$ cat config.mk
export PLATFORM = sky130hd
export DESIGN_NAME = uart_rx_drain_ctrl
export DESIGN_NICKNAME = d
export VERILOG_FILES = /design/src/rtl/uart_pkg.sv /design/src/rtl/uart_sat_cnt.sv /design/src/rtl/uart_rx_drain_ctrl.sv
export SDC_FILE = /design/constraint.sdc
export NUM_CORES = 1
export LEC_CHECK = 0
export ABC_CLOCK_PERIOD_IN_PS = 5300
export CORE_MARGIN = 4
export CORE_UTILIZATION = 45
export CTS_CLUSTER_DIAMETER = 40
export DETAILED_ROUTE_END_ITERATION = 10
export MAX_ROUTING_LAYER = met4
export PLACE_DENSITY = 0.72
export SYNTH_ARGS = -nofsm -noshare
export SYNTH_HDL_FRONTEND = slang
export SYNTH_SLANG_ARGS = --single-unit
$ cat constraint.sdc
create_clock -name clk -period 5.3 [get_ports clk]
set_input_delay 0.795 -clock clk [delete_from_list [all_inputs] [get_ports clk]]
set_output_delay 0.795 -clock clk [all_outputs]
set_load 0.02 [all_outputs]
$ cat src/rtl/uart_pkg.sv
// Shared UART definitions.
// - drain_state_e : state encoding of the RX drain controller FSM
// - FRAME_BITS    : bits per character on the line (start + 8 data + stop)
// - tick_cnt_w()  : width of a counter that must hold values 0 .. ticks-1
//                   (used by the receiver and by the idle-line timer)
package uart_pkg;

  localparam int FRAME_BITS = 10;

  typedef enum logic [1:0] {
    S_IDLE  = 2'd0,
    S_RD    = 2'd1,
    S_LATCH = 2'd2,
    S_HOLD  = 2'd3
  } drain_state_e;

  // Never returns less than 1 so a degenerate count still yields a legal vector.
  function automatic int tick_cnt_w(input int ticks);
    return (ticks > 1) ? $clog2(ticks) : 1;
  endfunction

endpackage

$ cat src/rtl/uart_sat_cnt.sv
// Saturating event counter with synchronous clear.
// Ports:
//   clk, rst_n : clock, asynchronous active-low reset (count cleared)
//   inc        : count one event this cycle
//   clr        : clear to zero; wins over a simultaneous inc
//   cnt        : current count, sticks at all-ones
module uart_sat_cnt
  import uart_pkg::*;
#(
  parameter int W = 16
) (
  input  logic         clk,
  input  logic         rst_n,
  input  logic         inc,
  input  logic         clr,
  output logic [W-1:0] cnt
);

  logic [W-1:0] cnt_q;
  logic [W-1:0] cnt_d;

  always_comb begin
    cnt_d = cnt_q;
    if (clr) begin
      cnt_d = '0;
    end else if (inc && (cnt_q != {W{1'b1}})) begin
      cnt_d = cnt_q + 1'b1;
    end
  end

  always_ff @(posedge clk or negedge rst_n) begin
    if (!rst_n) begin
      cnt_q <= '0;
    end else begin
      cnt_q <= cnt_d;
    end
  end

  assign cnt = cnt_q;

endmodule

$ cat src/rtl/uart_rx_drain_ctrl.sv
// RX drain controller: pulls bytes out of the receiver FIFO (1-cycle read
// latency) and offers them on a valid/ready stream, counts delivered bytes and
// overruns, and flags an idle line after IDLE_CHARS silent character times.
// Ports:
//   clk, rst_n     : clock, asynchronous active-low reset
//   baud_clk       : one-cycle baud tick strobe (B_TICK ticks per bit)
//   en             : allow new FIFO reads (a byte already fetched still completes)
//   rx_frame_done  : one-cycle strobe at the end of each received stop bit
//   ff_full        : RX FIFO full
//   ff_empty       : RX FIFO empty
//   ff_rd_en       : registered one-cycle FIFO read strobe
//   ff_rd_data     : FIFO data, valid the cycle after ff_rd_en is sampled
//   m_data/m_valid : output stream towards the consumer
//   m_ready        : consumer ready
//   idle_pulse     : one-cycle idle-line event
//   byte_cnt       : saturating count of completed handshakes
//   ovr_cnt        : saturating count of frames completed while FIFO full
//   clr_cnt        : synchronous clear of both counters
//   dbg_state      : current FSM state (drain_state_e encoding)
//
// Stream handshake: a byte transfers on every clk edge where m_valid and
// m_ready are both high. Once m_valid is raised, m_data and m_valid hold
// unchanged until that transfer; m_valid never depends on m_ready.
module uart_rx_drain_ctrl
  import uart_pkg::*;
#(
  parameter int D_W        = 8,
  parameter int B_TICK     = 16,
  parameter int IDLE_CHARS = 4,
  parameter int CNT_W      = 16
) (
  input  logic             clk,
  input  logic             rst_n,
  input  logic             baud_clk,
  input  logic             en,
  input  logic             rx_frame_done,
  input  logic             ff_full,
  input  logic             ff_empty,
  output logic             ff_rd_en,
  input  logic [D_W-1:0]   ff_rd_data,
  output logic [D_W-1:0]   m_data,
  output logic             m_valid,
  input  logic             m_ready,
  output logic             idle_pulse,
  output logic [CNT_W-1:0] byte_cnt,
  output logic [CNT_W-1:0] ovr_cnt,
  input  logic             clr_cnt,
  output logic [1:0]       dbg_state
);

  // ---------------------------------------------------------------------------
  // Drain FSM
  // ---------------------------------------------------------------------------
  drain_state_e   state_q, state_d;
  logic           rd_en_q, rd_en_d;
  logic [D_W-1:0] m_data_q, m_data_d;
  logic           m_valid_q, m_valid_d;
  logic           xfer;

  assign xfer = m_valid_q && m_ready;

  always_comb begin
    state_d   = state_q;
    rd_en_d   = 1'b0;     // read strobe is only ever one cycle wide
    m_data_d  = m_data_q;
    m_valid_d = m_valid_q;
    case (state_q)
      S_IDLE: begin
        if (en && !ff_empty) begin
          rd_en_d = 1'b1;
          state_d = S_RD;
        end
      end
      // FIFO samples rd_en at the end of this state.
      S_RD: begin
        state_d = S_LATCH;
      end
      // FIFO data is on ff_rd_data during this state.
      S_LATCH: begin
        m_data_d  = ff_rd_data;
        m_valid_d = 1'b1;
        state_d   = S_HOLD;
      end
      S_HOLD: begin
        if (xfer) begin
          m_valid_d = 1'b0;
          // Chain straight into the next read to reach one byte per 3 cycles.
          if (en && !ff_empty) begin
            rd_en_d = 1'b1;
            state_d = S_RD;
          end else begin
            state_d = S_IDLE;
          end
        end
      end
      default: begin
        state_d = S_IDLE;
      end
    endcase
  end

  always_ff @(posedge clk or negedge rst_n) begin
    if (!rst_n) begin
      state_q   <= S_IDLE;
      rd_en_q   <= 1'b0;
      m_data_q  <= '0;
      m_valid_q <= 1'b0;
    end else begin
      state_q   <= state_d;
      rd_en_q   <= rd_en_d;
      m_data_q  <= m_data_d;
      m_valid_q <= m_valid_d;
    end
  end

  assign ff_rd_en  = rd_en_q;
  assign m_data    = m_data_q;
  assign m_valid   = m_valid_q;
  assign dbg_state = state_q;

  // ---------------------------------------------------------------------------
  // Statistics counters
  // ---------------------------------------------------------------------------
  uart_sat_cnt #(.W(CNT_W)) u_byte_cnt (
    .clk   (clk),
    .rst_n (rst_n),
    .inc   (xfer),
    .clr   (clr_cnt),
    .cnt   (byte_cnt)
  );

  uart_sat_cnt #(.W(CNT_W)) u_ovr_cnt (
    .clk   (clk),
    .rst_n (rst_n),
    .inc   (rx_frame_done && ff_full),
    .clr   (clr_cnt),
    .cnt   (ovr_cnt)
  );

  // ---------------------------------------------------------------------------
  // Idle-line timer: counts baud ticks since the last completed frame and
  // fires once when IDLE_CHARS whole characters have passed in silence.
  // ---------------------------------------------------------------------------
  generate
    if (IDLE_CHARS == 0) begin : g_no_idle
      assign idle_pulse = 1'b0;
    end else begin : g_idle
      localparam int IDLE_TICKS = IDLE_CHARS * FRAME_BITS * B_TICK;
      localparam int TMR_W      = tick_cnt_w(IDLE_TICKS);
      localparam logic [TMR_W-1:0] IDLE_LAST = TMR_W'(IDLE_TICKS - 1);

      logic [TMR_W-1:0] tmr_q, tmr_d;
      logic             armed_q, armed_d;
      logic             pulse_q, pulse_d;

      always_comb begin
        tmr_d   = tmr_q;
        armed_d = armed_q;
        pulse_d = 1'b0;
        if (rx_frame_done) begin
          // A new frame always restarts the silence window, even on a tick.
          tmr_d   = '0;
          armed_d = 1'b1;
        end else if (armed_q && baud_clk) begin
          if (tmr_q == IDLE_LAST) begin
            tmr_d   = '0;
            armed_d = 1'b0;
            pulse_d = 1'b1;
          end else begin
            tmr_d = tmr_q + 1'b1;
          end
        end
      end

      always_ff @(posedge clk or negedge rst_n) begin
        if (!rst_n) begin
          tmr_q   <= '0;
          armed_q <= 1'b0;
          pulse_q <= 1'b0;
        end else begin
          tmr_q   <= tmr_d;
          armed_q <= armed_d;
          pulse_q <= pulse_d;
        end
      end

      assign idle_pulse = pulse_q;
    end
  endgenerate

endmodule

* Word level (Yosys, flattened, before mapping)
Cells that the tools add are included.
** Word-level totals
- Register bits :: 56
- Input bits :: 17
- Output and inout port bits :: 45
- Logic and storage cells :: 58
** Cells by class
- Add/subtract/negate cells :: 3
- Equal/unequal tests :: 8
- Muxes and demuxes :: 22
- Reductions and logical operators :: 16
** Operators with widths (count)
- 2-to-1 mux 16 bit :: 4
- adder 16 x 1 -> 16 bit (second input constant) :: 2
- != test 16 bit (second input constant) :: 2
- 2-to-1 mux 10 bit :: 3
- adder 10 x 1 -> 10 bit (second input constant) :: 1
- == test 10 bit (second input constant) :: 1
- 2-to-1 mux 1 bit :: 10
- nonzero test 2 bit :: 5
- case mux 2 bit (4 select lines) :: 1
- logical AND 1 bit :: 6
- AND reduction 2 bit :: 3
- == test 2 bit (second input constant) :: 2
- 2-to-1 mux 2 bit :: 2
- case mux 1 bit (2 select lines) :: 2
- == test 2 x 1 -> 1 bit (second input constant) :: 1
- zero test 2 bit :: 1
- != test 2 x 1 -> 1 bit (second input constant) :: 1
- != test 2 bit (second input constant) :: 1
- zero test 1 bit :: 1

* Longest topological paths before layout
- Depth in word-level cells :: 5
- Gate-level depth with buffers :: 6
- Mapped depth without buffers :: 5

* Cells and area by module
Synthesis repeated with hierarchy kept, for this count alone.
** Second synthesis, totals
- Cell total of the unflattened synthesis :: 302
- Area, all modules :: 3017.9 um^2
** Modules (own cells, without submodules)
- uart_sat_cnt :: instances 2, cells an instance 98, area each 942.2 um^2, sequential area each 400.4 um^2
- uart_rx_drain_ctrl :: instances 1, cells an instance 106, area each 1133.6 um^2, sequential area each 600.6 um^2

* Worst setup path before layout
No wires, ideal clock.
- Kind :: input -> register
- Start :: in ff_full
- End :: reg u_ovr_cnt.cnt_q[13] (netlist: u_ovr_cnt.cnt[13])
- Library setup time :: 125 ps
- Arrival :: 1902 ps
- Data required time :: 5175 ps
- Path slack :: 3274 ps
- Stages on the path :: 4
- Path buffers :: 0
- Path through :: nand4_1 nor4_1 o2111ai_1 mux2_2
** On the way
- Cells in the longest elaborated chain, start to end :: 3
** RTL lines
- start: declaration :: RTL line uart_rx_drain_ctrl.sv:37 : input logic ff_full,
- logical AND 1 bit :: RTL line uart_rx_drain_ctrl.sv:135 : .inc (rx_frame_done && ff_full),
- logical AND 1 bit :: RTL line uart_sat_cnt.sv:26 : end else if (inc && (cnt_q != {W{1'b1}})) begin
- nonzero test 2 bit (no line)
- end signal: assignment :: RTL line uart_sat_cnt.sv:35 : cnt_q <= cnt_d;
- end: declaration :: RTL line uart_sat_cnt.sv:19 : logic [W-1:0] cnt_q;
No other way between the ends.
A chain may end at the register's enable or synchronous reset.

* Worst setup path in the final report
- Start :: in rx_frame_done
- End :: reg u_ovr_cnt.cnt_q[13] (netlist: u_ovr_cnt.cnt[13])
** On the way
- Cells in the longest elaborated chain, start to end :: 3
** RTL lines
- start: declaration :: RTL line uart_rx_drain_ctrl.sv:36 : input logic rx_frame_done,
- logical AND 1 bit :: RTL line uart_rx_drain_ctrl.sv:135
- logical AND 1 bit :: RTL line uart_sat_cnt.sv:26
- nonzero test 2 bit (no line)
No other way between the ends.

==> impl_metrics.ini <==
[critical_path]
arrival_ps = 2920
crit_path_max_fanout = 12
criticalPathCategory = input pin to flop
start_kind = input pin
required_ps = 5510
cp-end-kind = flop
reg2reg_depth = 5

[layout]
drive_gt1_frac = 0.09066
fin_nets = 387
fin_util = 0.5903
final_cell_mix = 60 x clkdlybuf4s50_1, 56 x dfrtp_1, 30 x nor2_1, 23 x a21oi_1, 19 x mux2_2
diodes = 0
final_common_cell = clkdlybuf4s50_1
syn_to_final_growth_pct = 27.00
fillers = 544

[grt]
grt_pass1_vias = 2389
grt_usage = 0.1796
gr-total-overflow = 0
antenna_found_initial = 0
grt_start_max_net_pins = 57
grt_pass1_wl_um = 11030

[floorplan]
core_um2 = 6350
dieArea_um2 = 7919
die_w_um = 88.99
die_y_um = 88.99
ios = 62
start_util = 0.4648
std_cell_rows = 29

[cts]
cts.clk_slew.worst_paths_ps = 110
clk_path_buf_depth = 2
cts_tree = built
worstSkewPairLatency_ps = 310
post_cts_resized = 0
cts_hold_buffers = 0
cts_root_buf = clkbuf_8
clock-sinks = 56
cts_setup_buffers = 0
numCtsBuffers = 5
cts_max_level = 2

[sta]
relSlewSlack = 0.4102
maxSlewViolCount = 0
max_slew.worst_pin.slew_ps = 876.6
setup_viol = 0
hold_violations = 0
fmax_ghz = 0.3685
fin_worst_skew_ps = 11.87
min_period_ps = 2714
finalSetupTns_ps = 0
whs_ps = 514.7
rsz0062_at_grt = false
fin_crit_sh = 0.5120

[logic_synthesis]
ys_seq_elements = 56
synthCells = 302
synthesis.nets = 326
avgSynthCellArea_um2 = 9.773
yosysWarnings = 0
ys_seq_area_frac = 0.4748
synth_ff_type = dfrtp_1
ys_types = 39
synth_area_um2 = 2952
synth_edf_count = 0
async_flop_share = 1.000

[power]
vdd_drop_max_uv = 278.2
pwr-share-clk = 0.252
p_sw_frac = 0.3093
p_sw_uw = 354.1
combinationalPowerShare = 0.297
power_mw = 1.145
pwr_density_cell_nw_per_um2 = 305.4
power.internal_uw = 790.8
p_leak_nw = 1.486
power_frac_seq = 0.451

[outcome]
status = finished clean

[drt]
drt_wl_total_um = 6417
drt-wirelength-per-cell_um = 14.55
drc = 0
dr.pass1.iters = 4
initialDrtViolationCount = 71
final_antenna_net_count = 0
via_count = 2474
via_per_inst = 5.610

[place]
place.gp.congestion = 0.8385
hpwlAfterDp_um = 4554
io_buffer_count = 61

[flow_run]
max-cap-violations = 0

[min_path]
hold_path_class = flop to flop
hold_depth = 1
sequential cells by signal (all words and copies together), names as in the netlist:
name / cells
g_idle.tmr_q: 10
idle_pulse: 1
u_byte_cnt.cnt: 16
m_data: 8
u_ovr_cnt.cnt: 16
g_idle.armed_q: 1
m_valid: 1
dbg_state: 2
ff_rd_en: 1
cell type report:
cell class,count,area [um2],area share
multi-input cells,227,1478,0.3942
inverters,10,37.54,0.01001
clock inverters,3,46.29,0.01235
repair buffers,63,620.6,0.1656
clock buffers,5,68.82,0.01836
well taps,77,96.34,0.02570
flip-flops and latches,56,1401,0.3738
cells in the mapped netlist, types with 8 or more instances:
library cell | instances | area share
a21oi_1 | 23 | 0.039
clkbuf_1 | 8 | 0.010
dfrtp_1 | 56 | 0.47
inv_1 | 10 | 0.013
mux2_2 | 19 | 0.072
nand2_1 | 15 | 0.019
nand3_1 | 14 | 0.024
nand4_1 | 11 | 0.023
nor2_1 | 30 | 0.038
nor2b_1 | 11 | 0.023
nor3_1 | 9 | 0.015
o21ai_0 | 11 | 0.019
o31ai_1 | 8 | 0.020
or3_1 | 11 | 0.023
power by group through the flow:
| stage | Clock (mW) | Combinational [mW] | Sequential, mW |
|---|---|---|---|
| final | 0.288 | 0.340 | 0.516 |
| after floorplan | 0 | 0.134 | 0.579 |
| after CTS | 0.299 | 0.345 | 0.516 |
| after global placement | 0 | 0.335 | 0.522 |
| after global routing | 0.318 | 0.372 | 0.525 |
| after detailed placement | 0 | 0.344 | 0.524 |
cells by family (layout without fill, tap and decap cells):
kind of cell	after synthesis	after routing	share of synthesized area
AO/OA/AOI/OAI	56	56	0.1149
XOR/XNOR	9	9	0.02671
adder cells (fa/ha/maj)	7	7	0.02967
buffers and inverters	19	81	0.02459
flip-flops	56	56	0.4748
multiplexers	22	22	0.08266
AND/OR/NAND/NOR	133	133	0.2467
per-stage QoR:
step | area, um2 | worst slack (ps) | std cells
2_1_floorplan | 2952 | 3274 | 302
3_3_place_gp | 3633 | 2370 | 433
3_5_place_dp | 3633 | 2218 | 433
4_1_cts | 3749 | 2575 | 441
5_1_grt | 3749 | 2409 | 441
6_report | 3749 | 2586 | 441
worst max-delay path: stages:
cell and delay (ps):
clkdlybuf4s50_1 690, nand4_1 230, nor4_1 660, o2111ai_1 230, mux2_2 310
path summary, 6_finish.rpt:
| check | end | from | slack [ps] |
|---|---|---|---|
| max reg2reg | u_byte_cnt.cnt[0] | u_byte_cnt.cnt[0] | 3280 |
| min | m_data[2] | m_data[2] | 510 |
| min in group asynchronous | u_ovr_cnt.cnt[6] | rst_n | 590 |
| max | u_ovr_cnt.cnt[13] | rx_frame_done | 2590 |
| max in group asynchronous | g_idle.tmr_q[1] | rst_n | 4220 |
| min reg2reg | m_data[2] | m_data[2] | 510 |
per-layer routing:
layer / vias up / track usage / wire length (um)
met4: 0 / 0.05142 / 65
met3: 6 / 0.04332 / 267
met5: - / - / 0
met1: 1196 / 0.2275 / 2968
li1: 1222 / - / -
met2: 50 / 0.2881 / 3115
Power figures use the tool's default switching activity.
